### config.mk
export PLATFORM = sky130hd
export DESIGN_NAME = cache_line_xfer
export DESIGN_NICKNAME = d
export VERILOG_FILES = /design/src/rtl/cache_line_xfer_pkg.sv /design/src/rtl/cache_line_xfer.sv
export SDC_FILE = /design/constraint.sdc
export NUM_CORES = 1
export LEC_CHECK = 0
export ABC_AREA = 0
export BUFFER_PORTS_ARGS = -buffer_cell sky130_fd_sc_hd__buf_2
export CORE_AREA = 2 2 135 137
export CTS_CLUSTER_DIAMETER = 80
export DETAILED_ROUTE_END_ITERATION = 7
export DIE_AREA = 0 0 137 139
export GPL_ROUTABILITY_DRIVEN = 0
export PLACE_DENSITY = 0.82
export SYNTH_ARGS = -nofsm -noshare
export SYNTH_HDL_FRONTEND = slang
export SYNTH_SLANG_ARGS = --single-unit
### constraint.sdc
create_clock -name clk -period 3.3 [get_ports clk]
set_clock_uncertainty 0.1 [all_clocks]
set_input_delay 0.495 -clock clk [delete_from_list [all_inputs] [get_ports clk]]
set_output_delay 0.495 -clock clk [all_outputs]
set_load 0.005 [all_outputs]
### src/rtl/cache_line_xfer_pkg.sv
// Shared types and constants for the cache line transfer engine.
//   xfer_state_e : burst engine states
//   LINE_WORDS   : default words per cache line
//   DATA_WIDTH   : default bits per word
//   line_t       : a line as a packed array of words, word 0 in the low bits
package cache_pkg;

  localparam int LINE_WORDS = 4;
  localparam int DATA_WIDTH = 32;

  typedef enum logic [2:0] {
    IDLE,
    RD,
    RD_WAIT,
    WR,
    RESP
  } xfer_state_e;

  typedef logic [LINE_WORDS-1:0][DATA_WIDTH-1:0] line_t;

endpackage

### src/rtl/cache_line_xfer.sv
// Line-granular burst engine between the cache refill/evict logic and the
// fetch port of the memory controller. One line request is taken at a time;
// a refill reads line_words consecutive words and returns the assembled line,
// a writeback writes line_words words from the supplied line.
//
// Ports:
//   clk, rst_n             clock, synchronous active-low reset
//   req_valid/req_ready    line request handshake
//   req_write              1 = writeback, 0 = refill
//   req_line_addr          line index
//   req_wline              writeback line, word i at [i*data_width +: data_width]
//   rsp_valid/rsp_ready    completion handshake
//   rsp_rline              refilled (or written) line, same packing
//   fetch_mem_raddr/ren/rready/rdata/rdata_valid   word read port
//   fetch_mem_waddr/wen/wready/wdata               word write port
module cache_line_xfer
  import cache_pkg::*;
#(
  parameter int mem_depth  = 32,
  parameter int data_width = 32,
  parameter int line_words = LINE_WORDS
) (
  input  logic                                     clk,
  input  logic                                     rst_n,
  input  logic                                     req_valid,
  output logic                                     req_ready,
  input  logic                                     req_write,
  input  logic [$clog2(mem_depth/line_words)-1:0]  req_line_addr,
  input  logic [line_words*data_width-1:0]         req_wline,
  output logic                                     rsp_valid,
  input  logic                                     rsp_ready,
  output logic [line_words*data_width-1:0]         rsp_rline,
  output logic [$clog2(mem_depth)-1:0]             fetch_mem_raddr,
  output logic                                     fetch_mem_ren,
  input  logic                                     fetch_mem_rready,
  input  logic [data_width-1:0]                    fetch_mem_rdata,
  input  logic                                     fetch_mem_rdata_valid,
  output logic [$clog2(mem_depth)-1:0]             fetch_mem_waddr,
  output logic                                     fetch_mem_wen,
  input  logic                                     fetch_mem_wready,
  output logic [data_width-1:0]                    fetch_mem_wdata
);

  localparam int OFS_W   = $clog2(line_words);
  localparam int CNT_W   = OFS_W + 1;
  localparam int ADDR_W  = $clog2(mem_depth);
  localparam int LADDR_W = $clog2(mem_depth / line_words);

  localparam logic [CNT_W-1:0] LAST_IDX = CNT_W'(line_words - 1);
  localparam logic [CNT_W-1:0] FULL_CNT = CNT_W'(line_words);

  xfer_state_e                            state_q, state_d;
  logic [LADDR_W-1:0]                     line_addr_q, line_addr_d;
  logic [CNT_W-1:0]                       issue_cnt_q, issue_cnt_d;
  logic [CNT_W-1:0]                       rx_cnt_q, rx_cnt_d;
  logic [line_words-1:0][data_width-1:0]  buf_q, buf_d;

  logic [ADDR_W-1:0] word_addr;
  logic              capture;
  logic [CNT_W-1:0]  rx_next;

  // Word offsets ascend 0..line_words-1 inside the selected line.
  assign word_addr = ADDR_W'({line_addr_q, issue_cnt_q[OFS_W-1:0]});

  // Read data is shared with the other memory port, so it is only taken while
  // a refill is actually outstanding; rx_next already counts a same-cycle
  // capture so the last word can be recognised without an extra cycle.
  assign capture = fetch_mem_rdata_valid && ((state_q == RD) || (state_q == RD_WAIT));
  assign rx_next = rx_cnt_q + CNT_W'(capture);

  always_ff @(posedge clk) begin
    if (!rst_n) begin
      state_q     <= IDLE;
      line_addr_q <= '0;
      issue_cnt_q <= '0;
      rx_cnt_q    <= '0;
      buf_q       <= '0;
    end else begin
      state_q     <= state_d;
      line_addr_q <= line_addr_d;
      issue_cnt_q <= issue_cnt_d;
      rx_cnt_q    <= rx_cnt_d;
      buf_q       <= buf_d;
    end
  end

  always_comb begin
    state_d         = state_q;
    line_addr_d     = line_addr_q;
    issue_cnt_d     = issue_cnt_q;
    rx_cnt_d        = rx_cnt_q;
    buf_d           = buf_q;
    req_ready       = 1'b0;
    rsp_valid       = 1'b0;
    rsp_rline       = '0;
    fetch_mem_ren   = 1'b0;
    fetch_mem_raddr = '0;
    fetch_mem_wen   = 1'b0;
    fetch_mem_waddr = '0;
    fetch_mem_wdata = '0;

    case (state_q)
      IDLE: begin
        req_ready = 1'b1;
        if (req_valid) begin
          line_addr_d = req_line_addr;
          buf_d       = req_wline;
          issue_cnt_d = '0;
          rx_cnt_d    = '0;
          state_d     = req_write ? WR : RD;
        end
      end

      RD: begin
        fetch_mem_ren   = 1'b1;
        fetch_mem_raddr = word_addr;
        if (fetch_mem_rready) begin
          issue_cnt_d = issue_cnt_q + 1'b1;
          if (issue_cnt_q == LAST_IDX) begin
            state_d = (rx_next == FULL_CNT) ? RESP : RD_WAIT;
          end
        end
      end

      RD_WAIT: begin
        if (rx_next == FULL_CNT) begin
          state_d = RESP;
        end
      end

      WR: begin
        fetch_mem_wen   = 1'b1;
        fetch_mem_waddr = word_addr;
        fetch_mem_wdata = buf_q[issue_cnt_q[OFS_W-1:0]];
        if (fetch_mem_wready) begin
          issue_cnt_d = issue_cnt_q + 1'b1;
          if (issue_cnt_q == LAST_IDX) begin
            state_d = RESP;
          end
        end
      end

      RESP: begin
        rsp_valid = 1'b1;
        rsp_rline = buf_q;
        if (rsp_ready) begin
          state_d = IDLE;
        end
      end

      default: state_d = IDLE;
    endcase

    // Returned words arrive in issue order, so rx_cnt is the slot to fill.
    if (capture) begin
      buf_d[rx_cnt_q[OFS_W-1:0]] = fetch_mem_rdata;
      rx_cnt_d                   = rx_next;
    end
  end

endmodule

-- After elaboration in Yosys (flattened, before gate mapping)
Index checks and enable logic that the tools add are counted.
- output and inout bits: 174
- latch bits: 0
- ROM bits: 0
- logic and storage cells: 69
- flip-flop bits (word level): 140
- memories kept: 0
- bits in writable memories: 0
- muxes and demuxes: 32
- bitwise gates (word level): 0
- magnitude comparators: 3
- reductions and logical operators: 11
- shifts and indexed selects: 0
- eq/ne operators: 13
- multipliers: 0
- add/subtract/negate cells: 2
- divide/modulo/power cells: 0
- operator list (operator ; count):
    $mux 128 ; 4
    $bwmux 128 ; 1
    $mux 32 ; 3
    $bmux 32 s2 ; 1
    $demux 32 s2 ; 1
    $mux 3 ; 13
    $pmux 3 s5 ; 1
    $mux 5 ; 2
    $ne 2x2->1 const B ; 5
    $eq 3x2->1 const B ; 3
    $pmux 3 s3 ; 1
    $reduce_and 7->1 ; 1
    $eq 3x3->1 const B ; 2
    $lt 2x3->1 const B ; 2
    $mux 1 ; 4
    $ne 2x1->1 const B ; 2
    $reduce_and 2->1 ; 2
    $reduce_and 4->1 ; 1
    $reduce_bool 2->1 ; 2
    $add 3x1->3 ; 1
    $add 3x1->3 const B ; 1
    $eq 3x1->1 const B ; 1
    $logic_not 3->1 ; 1
    $reduce_bool 3->1 ; 1
    other kinds (4) ; 5

-- Longest topological paths before layout
Gate-level depths: netlist of the first run.
- depth in word-level cells: 9
- mapped depth: 10
- mapped depth without buffers: 9

-- Worst setup path before layout of the first run
No wires, ideal clock.
- path type: reg-to-output
- start point: reg issue_cnt_q[0]
- end point: out fetch_mem_wdata[10]
- setup slack: 1.144 ns
- data arrival time: 1.561 ns
- cell stages (with the launch flop): 5
- required time: 2.705 ns
- cell sequence: dfxtp_1 buf_2 buf_2 mux4_2 and2_1
- word-level cells in the longest chain between the ends: 3
- ends and longest elaborated chain (item ; RTL line ; text):
    start: declaration ; cache_line_xfer.sv:54 ; logic [CNT_W-1:0] issue_cnt_q, issue_cnt_d;
    start signal: assignment ; cache_line_xfer.sv:81 ; issue_cnt_q <= issue_cnt_d;
    $bmux 32 s2 ; cache_line_xfer.sv:134 ; fetch_mem_wdata = buf_q[issue_cnt_q[OFS_W-1:0]];
    $mux 32 (not written as such) ; cache_line_xfer.sv:134 ;
    $mux 32 ; cache_line_xfer.sv:102 ; case (state_q)
    end: declaration ; cache_line_xfer.sv:41 ; output logic [data_width-1:0] fetch_mem_wdata
Every way passes these cells. The select of a mux whose other input is x is not followed.

-- Worst setup path in the final report of the first run
- start point: reg state_q[2]
- end point: out fetch_mem_wdata[23]
- word-level cells in the longest chain between the ends: 2
- ends and longest elaborated chain (item ; RTL line ; text):
    start: declaration ; cache_line_xfer.sv:52 ; xfer_state_e state_q, state_d;
    start signal: assignment ; cache_line_xfer.sv:79 ; state_q <= state_d;
    $eq 3x2->1 ; cache_line_xfer.sv:102 ;
    $mux 32 ; cache_line_xfer.sv:102 ;
Every way passes these cells.

==> impl_metrics.yaml, run 1 <==
routing:
  drt_iter0_drc: 641
  via_per_inst: 6.03
  routed_wl_mm: 30.2
  drc: 0
  antenna_left: 0
  drt_pass1_iterations: 5
  avgRoutedWirePerCell_um: 19.3
  vias: 9438
layout:
  area_growth_syn_to_layout_pct: 26.4
  final.fill_count: 1510
  final_layout_size_suffix_gt1_frac: 0.404
  multiInputGateArea_um2: 5420
  num-nets-final: 1493
  final-seq-area_um2: 2810
  final_cells: 1565
flow_run:
  maxCapViolCount: 0
cts:
  cts_setup_buffers: 0
  insertion_delay_ns: 0.41
  cts-buffers-inserted: 17
  clockRootBuffer: "clkbuf_16"
  htreeDepth: 4
  cts.sink_count: 140
  clock_path_buffers: 2
  cts_tree: "done"
  hold_buffers: 0
  cts_resized: 0
  clkTransAtPathRegs_ns: 0.06
setup_path:
  worst_path_most_repeated_cell: "buf_4"
  crit_buf_inv: 3
  path_class: "flop to output port"
  timing.rr.start: "state_q[0]"
  cp_cell_sequence: "buf_4 -> nand2b_1 -> nor2_2 -> buf_4 -> and2_1 -> buf_2"
  r2r_end: "buf_q[26]"
  crit_path_end_kind: "output port"
  critPathArrivalTime_ns: 2.15
  rr_worst_depth: 6
  critPathSlowestCell: "dfxtp_4"
  cp_top_family: "buffers and inverters"
  max_stage_delay_ns: 0.48
  worst_setup_path_start_kind: "flop"
  crit_path_max_fanout: 50
  crit_start: "state_q[2]"
  ff2ff_setup_slack_ns: 0.62
  required_ns: 2.70
sta:
  setup_ws_ns: 0.560
  fin_tns_setup_ns: 0
  fmax_mhz: 365
  slew_violations: 0
  fin_crit_ns: 2.74
  worst_pin_slew_ns: 0.807
  relSlewSlack: 0.462
  layout_worst_path_cycle_share: 0.830
  hold_violations: 0
  setup_viol_count_final: 0
  rsz0062_at_grt: "false"
pwr:
  p_leak_nw: 5.36
  power.density_nw_per_um2: 605
  irDropWorstVdd_mv: 0.376
synthesis:
  synth_nets: 1221
  syn-instance-count: 1047
  synth_area_leaders: "dfxtp_1, a311oi_2, nand2_1"
  ys_ff_latch: 140
  syn_area_um2: 8780
  yosysSeqAreaShare: 0.319
  synth_most_common_cell: "nand2_1"
  synth_ff_type: "dfxtp_1"
  synth_top_cell_by_area: "dfxtp_1"
  yosysWarningCount: 0
  async_flop_share: 0
  synthDistinctLibCells: 39
  synth_commonest_cells: "nand2_1, nor2_1, dfxtp_1, and3_1, a311oi_2"
  avgSynthCellArea_um2: 8.38
  yosysTopAreaCellShare: 0.319
  synth-edff-count: 0
global_routing:
  grt_pass1_vias: 9045
  antenna_found_initial: 6
  grt.overflow.total: 0
  grt_pass1_wl_mm: 47.4
  grtUsageTotal: 0.310
  grt_max_degree: 74
hold_path:
  worstHoldPathCells: 3
  hp-start: "req_line_addr[1]"
  holdPathEnd: "line_addr_q[1]"
  holdCritPathClass: "input port to flop"
placed_design:
  dpl.hpwl_mm: 20.7
  portBuffers: 344
  place_ws_ns: 0.677
  dp_cells: 1529
die:
  dieWidth_um: 137
  start_util: 0.497
  pin_count: 345
  dieArea_um2: 19000
  core_area_um2: 17700
  die_height_um: 139
  rows: 49
status:
  outcome: "finished clean"
[metrics by stage]
| step | total power [mW] | util | hold slack [ns] | cell area (µm²) |
|---|---|---|---|---|
| floorplan | 4.10 | - | 0.340 | 8780 |
| global placement | 4.70 | 0.594 | 0.347 | 10500 |
| detailed placement | 4.78 | 0.594 | 0.360 | 10500 |
| CTS | 6.70 | 0.628 | 0.214 | 11100 |
| global route | 7.03 | 0.628 | 0.224 | 11100 |
| finish | 6.71 | 0.628 | 0.230 | 11100 |
[report_power, final]
group	internal, mW	leakage, nW	switching, mW
sequential	2.06	1.15	0.350
combinational	0.941	3.91	1.45
clock	1.17	0.294	0.737
[tightest hold or removal path, stage by stage]
cell and delay, ns:
buf_2 0.10, nand2_1 0.05, a21oi_1 0.05
[metal layers]
metal | GRT usage | wire [µm] | vias to the layer above | share of wire
met2 | 0.485 | 14400 | 563 | 0.47
met4 | 0.148 | 1060 | 2 | 0.035
li1 | - | - | 4270 | -
met1 | 0.403 | 12000 | 4519 | 0.40
met3 | 0.0713 | 2750 | 84 | 0.091
met5 | 0 | 13 | - | 0.00043
[logic make-up after synthesis]
group / share of synthesized area
AOI/OAI and AO/OA: 0.208
xor gates and xnor gates: 0.00385
adders and majority gates: 0.00428
buffers and inverters: 0.0669
DFF: 0.319
muxes: 0.0868
and+or+nand+nor: 0.311
[layout by cell type, fill, tap and decap left out, drive strengths merged]
master and instances:
a21oi 7, a22oi 1, a311o 1, a311oi 128, a31o 1, a31oi 1, and2 40, and3 133
buf 367, bufinv 2, clkbuf 22, clkinv 8, dfxtp 140, diode 4, ha 3, inv 5
mux2 1, mux2i 3, mux4 32, nand2 270, nand2b 4, nand3 3, nand3b 1, nor2 142
nor3 3, nor3b 1, o211ai 2, o21a 2, o21ai 3, o41ai 1, or2 1, or3 1
xnor2 2, xor2 1
[worst max-delay path by stage]
stage,end,depth (start not counted),slack [ns]
floorplan,fetch_mem_wdata[10],4,1.14
global placement,buf_q[66],5,0.86
finish,fetch_mem_wdata[23],6,0.56
global route,fetch_mem_wdata[23],6,0.46
CTS,fetch_mem_wdata[23],6,0.57
detailed placement,buf_q[26],6,0.68
[area by class of cell]
cell class / count / area share
Antenna cell: 4 / 0.000902
Clock buffer: 22 / 0.0427
Clock inverter: 10 / 0.0104
Inverter: 5 / 0.00214
Multi-Input combinational cell: 788 / 0.488
Sequential cell: 140 / 0.253
Tap cell: 229 / 0.0258
Timing Repair Buffer: 367 / 0.176
[registers in the layout, summed over array words and instances, names as in the netlist]
register and cells:
buf_q 128, issue_cnt_q 3, line_addr_q 3, rx_cnt_q 3, state_q 3
No activity file was read; power rests on OpenSTA's default activity.
==> run 2: changes to the inputs <==
--- a/config.mk
+++ b/config.mk
@@ -7,12 +7,12 @@
 export LEC_CHECK = 0
 export ABC_AREA = 0
 export BUFFER_PORTS_ARGS = -buffer_cell sky130_fd_sc_hd__buf_2
-export CORE_AREA = 2 2 135 137
+export CORE_MARGIN = 2
+export CORE_UTILIZATION = 45
 export CTS_CLUSTER_DIAMETER = 80
 export DETAILED_ROUTE_END_ITERATION = 7
-export DIE_AREA = 0 0 137 139
 export GPL_ROUTABILITY_DRIVEN = 0
-export PLACE_DENSITY = 0.82
+export PLACE_DENSITY = 0.78
 export SYNTH_ARGS = -nofsm -noshare
 export SYNTH_HDL_FRONTEND = slang
 export SYNTH_SLANG_ARGS = --single-unit
==> constraint.sdc (replaced) <==
create_clock -name clk -period 2.38 [get_ports clk]
set_clock_uncertainty 0.1 [all_clocks]
set_input_delay 0.357 -clock clk [delete_from_list [all_inputs] [get_ports clk]]
set_output_delay 0.357 -clock clk [all_outputs]
set_load 0.005 [all_outputs]
==> impl_metrics.yaml, run 2 (synthesis gave the netlist of run 1 again) <==
cts:
  insertion_delay_ns: 0.42
  cts_setup_buffers: 0
  clock_path_buffers: 2
  cts-buffers-inserted: 17
  clkTransAtPathRegs_ns: 0.07
  htreeDepth: 4
  clockRootBuffer: "clkbuf_16"
  cts_tree: "done"
  cts.sink_count: 140
routing:
  routed_wl_mm: 30.4
  drc: 0
  drt_pass1_iterations: 5
  avgRoutedWirePerCell_um: 18.9
  antenna_left: 0
  via_per_inst: 5.81
  drt_iter0_drc: 691
  vias: 9359
sta:
  relSlewSlack: 0.591
  fin_crit_ns: 2.30
  fmax_mhz: 435
  setup_viol_count_final: 0
  fin_tns_setup_ns: 0
  worst_pin_slew_ns: 0.614
  layout_worst_path_cycle_share: 0.965
  rsz0062_at_grt: "false"
  hold_violations: 0
  slew_violations: 0
pwr:
  comb_power_share: 0.368
  power.density_nw_per_um2: 840
  power.total_mw: 9.56
  p_sw_mw: 3.58
  clkPwrFrac: 0.289
  p_leak_nw: 5.47
  p_seq_frac: 0.343
  swShare: 0.374
  irDropWorstVdd_mv: 0.460
  p_int_mw: 5.99
die:
  start_util: 0.455
  pin_count: 345
  dieArea_um2: 20600
  die_height_um: 144
  rows: 51
  dieWidth_um: 144
  core_area_um2: 19300
layout:
  final_cell_mix: "buf_2, nand2_1, nor2_1, dfxtp_1, and3_1"
  num-nets-final: 1505
  final_layout_size_suffix_gt1_frac: 0.410
  final_common_cell: "buf_2"
  largest_reg_flops: 128
  area_growth_syn_to_layout_pct: 29.8
  top_register: "buf_q"
  final.fill_count: 1701
placed_design:
  portBuffers: 344
  dpl.hpwl_mm: 20.9
hold_path:
  holdCritPathClass: "input port to flop"
global_routing:
  grt_pass1_vias: 8904
  antenna_found_initial: 0
  grtUsageTotal: 0.284
  grt_max_degree: 73
  grt_pass1_wl_mm: 46.3
  grt.overflow.total: 0
setup_path:
  critPathArrivalTime_ns: 1.84
  worst_setup_path_start_kind: "flop"
  path_class: "flop to output port"
  required_ns: 1.92
  crit_path_max_fanout: 9
  crit_path_end_kind: "output port"
status:
  outcome: "finished clean"
flow_run:
  maxCapViolCount: 0
[run 2: power by group through the flow]
stage / Sequential [mW] / Combinational [mW] / Clock [mW]
2_1_floorplan: 3.13 / 2.55 / 0
3_3_place_gp: 3.28 / 3.37 / 0
3_5_place_dp: 3.31 / 3.47 / 0
4_1_cts: 3.26 / 3.49 / 2.79
5_1_grt: 3.33 / 3.81 / 2.89
6_report: 3.28 / 3.52 / 2.76
[run 2: per-layer routing]
| metal | GRT usage | wire (µm) | up-vias |
|---|---|---|---|
| met5 | 0 | 0 | - |
| met3 | 0.0576 | 2380 | 90 |
| met1 | 0.370 | 12400 | 4473 |
| li1 | - | - | 4295 |
| met4 | 0.119 | 963 | 0 |
| met2 | 0.460 | 14700 | 501 |
[run 2: area by class of cell]
| cell class | count | area (µm²) | area share |
|---|---|---|---|
| Multi-Input combinational cell | 788 | 5430 | 0.476 |
| Sequential cell | 140 | 2810 | 0.247 |
| Timing Repair Buffer | 379 | 2200 | 0.193 |
| Clock buffer | 20 | 457 | 0.0401 |
| Tap cell | 265 | 332 | 0.0291 |
| Clock inverter | 11 | 141 | 0.0124 |
| Inverter | 5 | 23.8 | 0.00209 |
| Antenna cell | 2 | 5.00 | 0.000439 |
[run 2: worst paths after layout]
check | startpoint | slack, ns | end | depth (start not counted)
worst max register to register | state_q[2] | 0.18 | state_q[2] | 9
worst min-delay path | req_line_addr[0] | 0.07 | line_addr_q[0] | 3
worst min register to register | line_addr_q[2] | 0.38 | line_addr_q[2] | 2
worst max-delay path | issue_cnt_q[0] | 0.08 | fetch_mem_wdata[16] | 4
[run 2: stage by stage]
stage	utilization	worst slack, ns	hold slack (ns)	cell area, µm²	std cells
2_1_floorplan	-	0.265	0.340	8780	1047
3_3_place_gp	0.559	0.313	0.356	10800	1577
3_5_place_dp	0.559	0.275	0.370	10800	1577
4_1_cts	0.590	0.0512	0.0577	11400	1608
5_1_grt	0.591	0.0215	0.0695	11400	1608
6_report	0.591	0.0831	0.0713	11400	1610
[run 2: worst max-delay path, cell delays in order, from the launching register on]
cell	delay [ns]
dfxtp_2	0.36
buf_4	0.25
mux4_2	0.52
and2_1	0.17
buf_2	0.13
[run 2: timing repair]
action                     4_1_cts  5_1_grt
gates resized for setup          0        3
hold buffers                     0        0
setup endpoints to repair        0        4
==> run 3: changes to the inputs <==
--- a/config.mk
+++ b/config.mk
@@ -8,11 +8,12 @@
 export ABC_AREA = 0
 export BUFFER_PORTS_ARGS = -buffer_cell sky130_fd_sc_hd__buf_2
 export CORE_MARGIN = 2
-export CORE_UTILIZATION = 45
-export CTS_CLUSTER_DIAMETER = 80
+export CORE_UTILIZATION = 46
+export CTS_BUF_LIST = sky130_fd_sc_hd__clkbuf_4 sky130_fd_sc_hd__clkbuf_8
+export CTS_CLUSTER_DIAMETER = 120
 export DETAILED_ROUTE_END_ITERATION = 7
 export GPL_ROUTABILITY_DRIVEN = 0
-export PLACE_DENSITY = 0.78
+export PLACE_DENSITY = 0.79
 export SYNTH_ARGS = -nofsm -noshare
 export SYNTH_HDL_FRONTEND = slang
 export SYNTH_SLANG_ARGS = --single-unit
==> impl_metrics.yaml, run 3 (synthesis gave the netlist of run 1 again) <==
die:
  dieArea_um2: 20200
  core_area_um2: 18700
  rows: 50
  dieWidth_um: 142
  die_height_um: 142
  pin_count: 345
  start_util: 0.469
routing:
  vias: 9476
  avgRoutedWirePerCell_um: 19.5
  via_per_inst: 5.98
  drc: 0
  drt_iter0_drc: 660
  routed_wl_mm: 30.8
  antenna_left: 0
  drt_pass1_iterations: 7
setup_path:
  required_ns: 1.92
  worst_setup_path_start_kind: "flop"
  critPathArrivalTime_ns: 1.87
  crit_path_max_fanout: 10
  crit_path_end_kind: "output port"
  path_class: "flop to output port"
flow_run:
  maxCapViolCount: 0
pwr:
  irDropWorstVdd_mv: 0.439
  power.total_mw: 8.95
  power.density_nw_per_um2: 792
  p_leak_nw: 5.44
sta:
  relSlewSlack: 0.611
  worst_pin_slew_ns: 0.583
  slew_violations: 0
  fin_crit_ns: 2.32
  rsz0062_at_grt: "true"
  layout_worst_path_cycle_share: 0.976
  whs_ns: 0.0495
  hold_violations: 0
  fmax_mhz: 430
  setup_viol_count_final: 0
hold_path:
  holdCritPathClass: "input port to flop"
global_routing:
  grt_pass1_wl_mm: 47.3
  antenna_found_initial: 2
  grt_pass1_vias: 9203
  grt_max_degree: 66
  grtUsageTotal: 0.293
  grt.overflow.total: 0
cts:
  cts_tree: "done"
  clock_path_buffers: 2
  cts-buffers-inserted: 17
  clockRootBuffer: "clkbuf_8"
  clkTransAtPathRegs_ns: 0.08
  htreeDepth: 4
  insertion_delay_ns: 0.44
  hold_buffers: 0
  cts.sink_count: 140
layout:
  final_common_cell: "buf_2"
  final_layout_size_suffix_gt1_frac: 0.421
  largest_reg_flops: 128
  num-nets-final: 1511
  top_register: "buf_q"
  final.fill_count: 1646
  n_antenna_cell: 0
  final_cell_mix: "buf_2, nand2_1, nor2_1, dfxtp_1, and3_1"
  area_growth_syn_to_layout_pct: 28.7
placed_design:
  portBuffers: 344
  dpl.hpwl_mm: 20.9
status:
  outcome: "finished clean"
[run 3: power by group]
part           switching, mW  internal [mW]
clock network          0.967           1.08
logic                   2.10           1.51
registers              0.424           2.86
[run 3: final cells by class]
cell class | instances | area [µm²] | share of cell area
clock buffers | 23 | 310 | 0.0275
clock inverters | 9 | 109 | 0.00964
inverters | 5 | 23.8 | 0.00211
multi-input cells | 788 | 5450 | 0.482
flip-flops and latches | 140 | 2810 | 0.249
well taps | 234 | 293 | 0.0259
repair buffers | 385 | 2300 | 0.204
[run 3: worst paths after layout]
kind,from,to,slack [ns],depth (start not counted)
worst max-delay path,issue_cnt_q[0],fetch_mem_wdata[0],0.06,4
worst min-delay path,req_line_addr[1],line_addr_q[1],0.05,3
worst max register to register,state_q[2],state_q[2],0.16,9
worst min register to register,line_addr_q[1],line_addr_q[1],0.37,2
[run 3: critical path, cell delays in order (launching register included)]
cell and delay (ns):
dfxtp_4 0.43, buf_8 0.18, mux4_2 0.53, and2_1 0.17, buf_2 0.12
[run 3: through the flow]
stage / instance area (µm²) / worst slack [ns] / setup TNS (ns) / cells / utilization
after CTS: 11200 / -0.0292 / -0.379 / 1581 / 0.597
final: 11300 / 0.0561 / 0 / 1584 / 0.604
after global placement: 10700 / 0.275 / 0 / 1548 / 0.572
after detailed placement: 10700 / 0.218 / 0 / 1548 / 0.572
after floorplan: 8780 / 0.265 / 0 / 1047 / -
after global routing: 11300 / -0.0124 / -0.0344 / 1584 / 0.604
[run 3: timing repair]
item	4_1_cts	5_1_grt
resized for setup	2	20
setup buffers	0	1
pin swaps	0	6
hold endpoints to repair	0	0
cloned	1	3
endpoints found under the setup margin	47	106
[run 3: routing by layer]
metal	wire (µm)	vias to the layer above	global-route usage	part of all wire
li1	-	4297	-	-
met1	12100	4528	0.366	0.39
met5	33	-	0	0.0011
met4	1130	4	0.137	0.036
met3	2730	91	0.0622	0.088
met2	14800	556	0.485	0.48
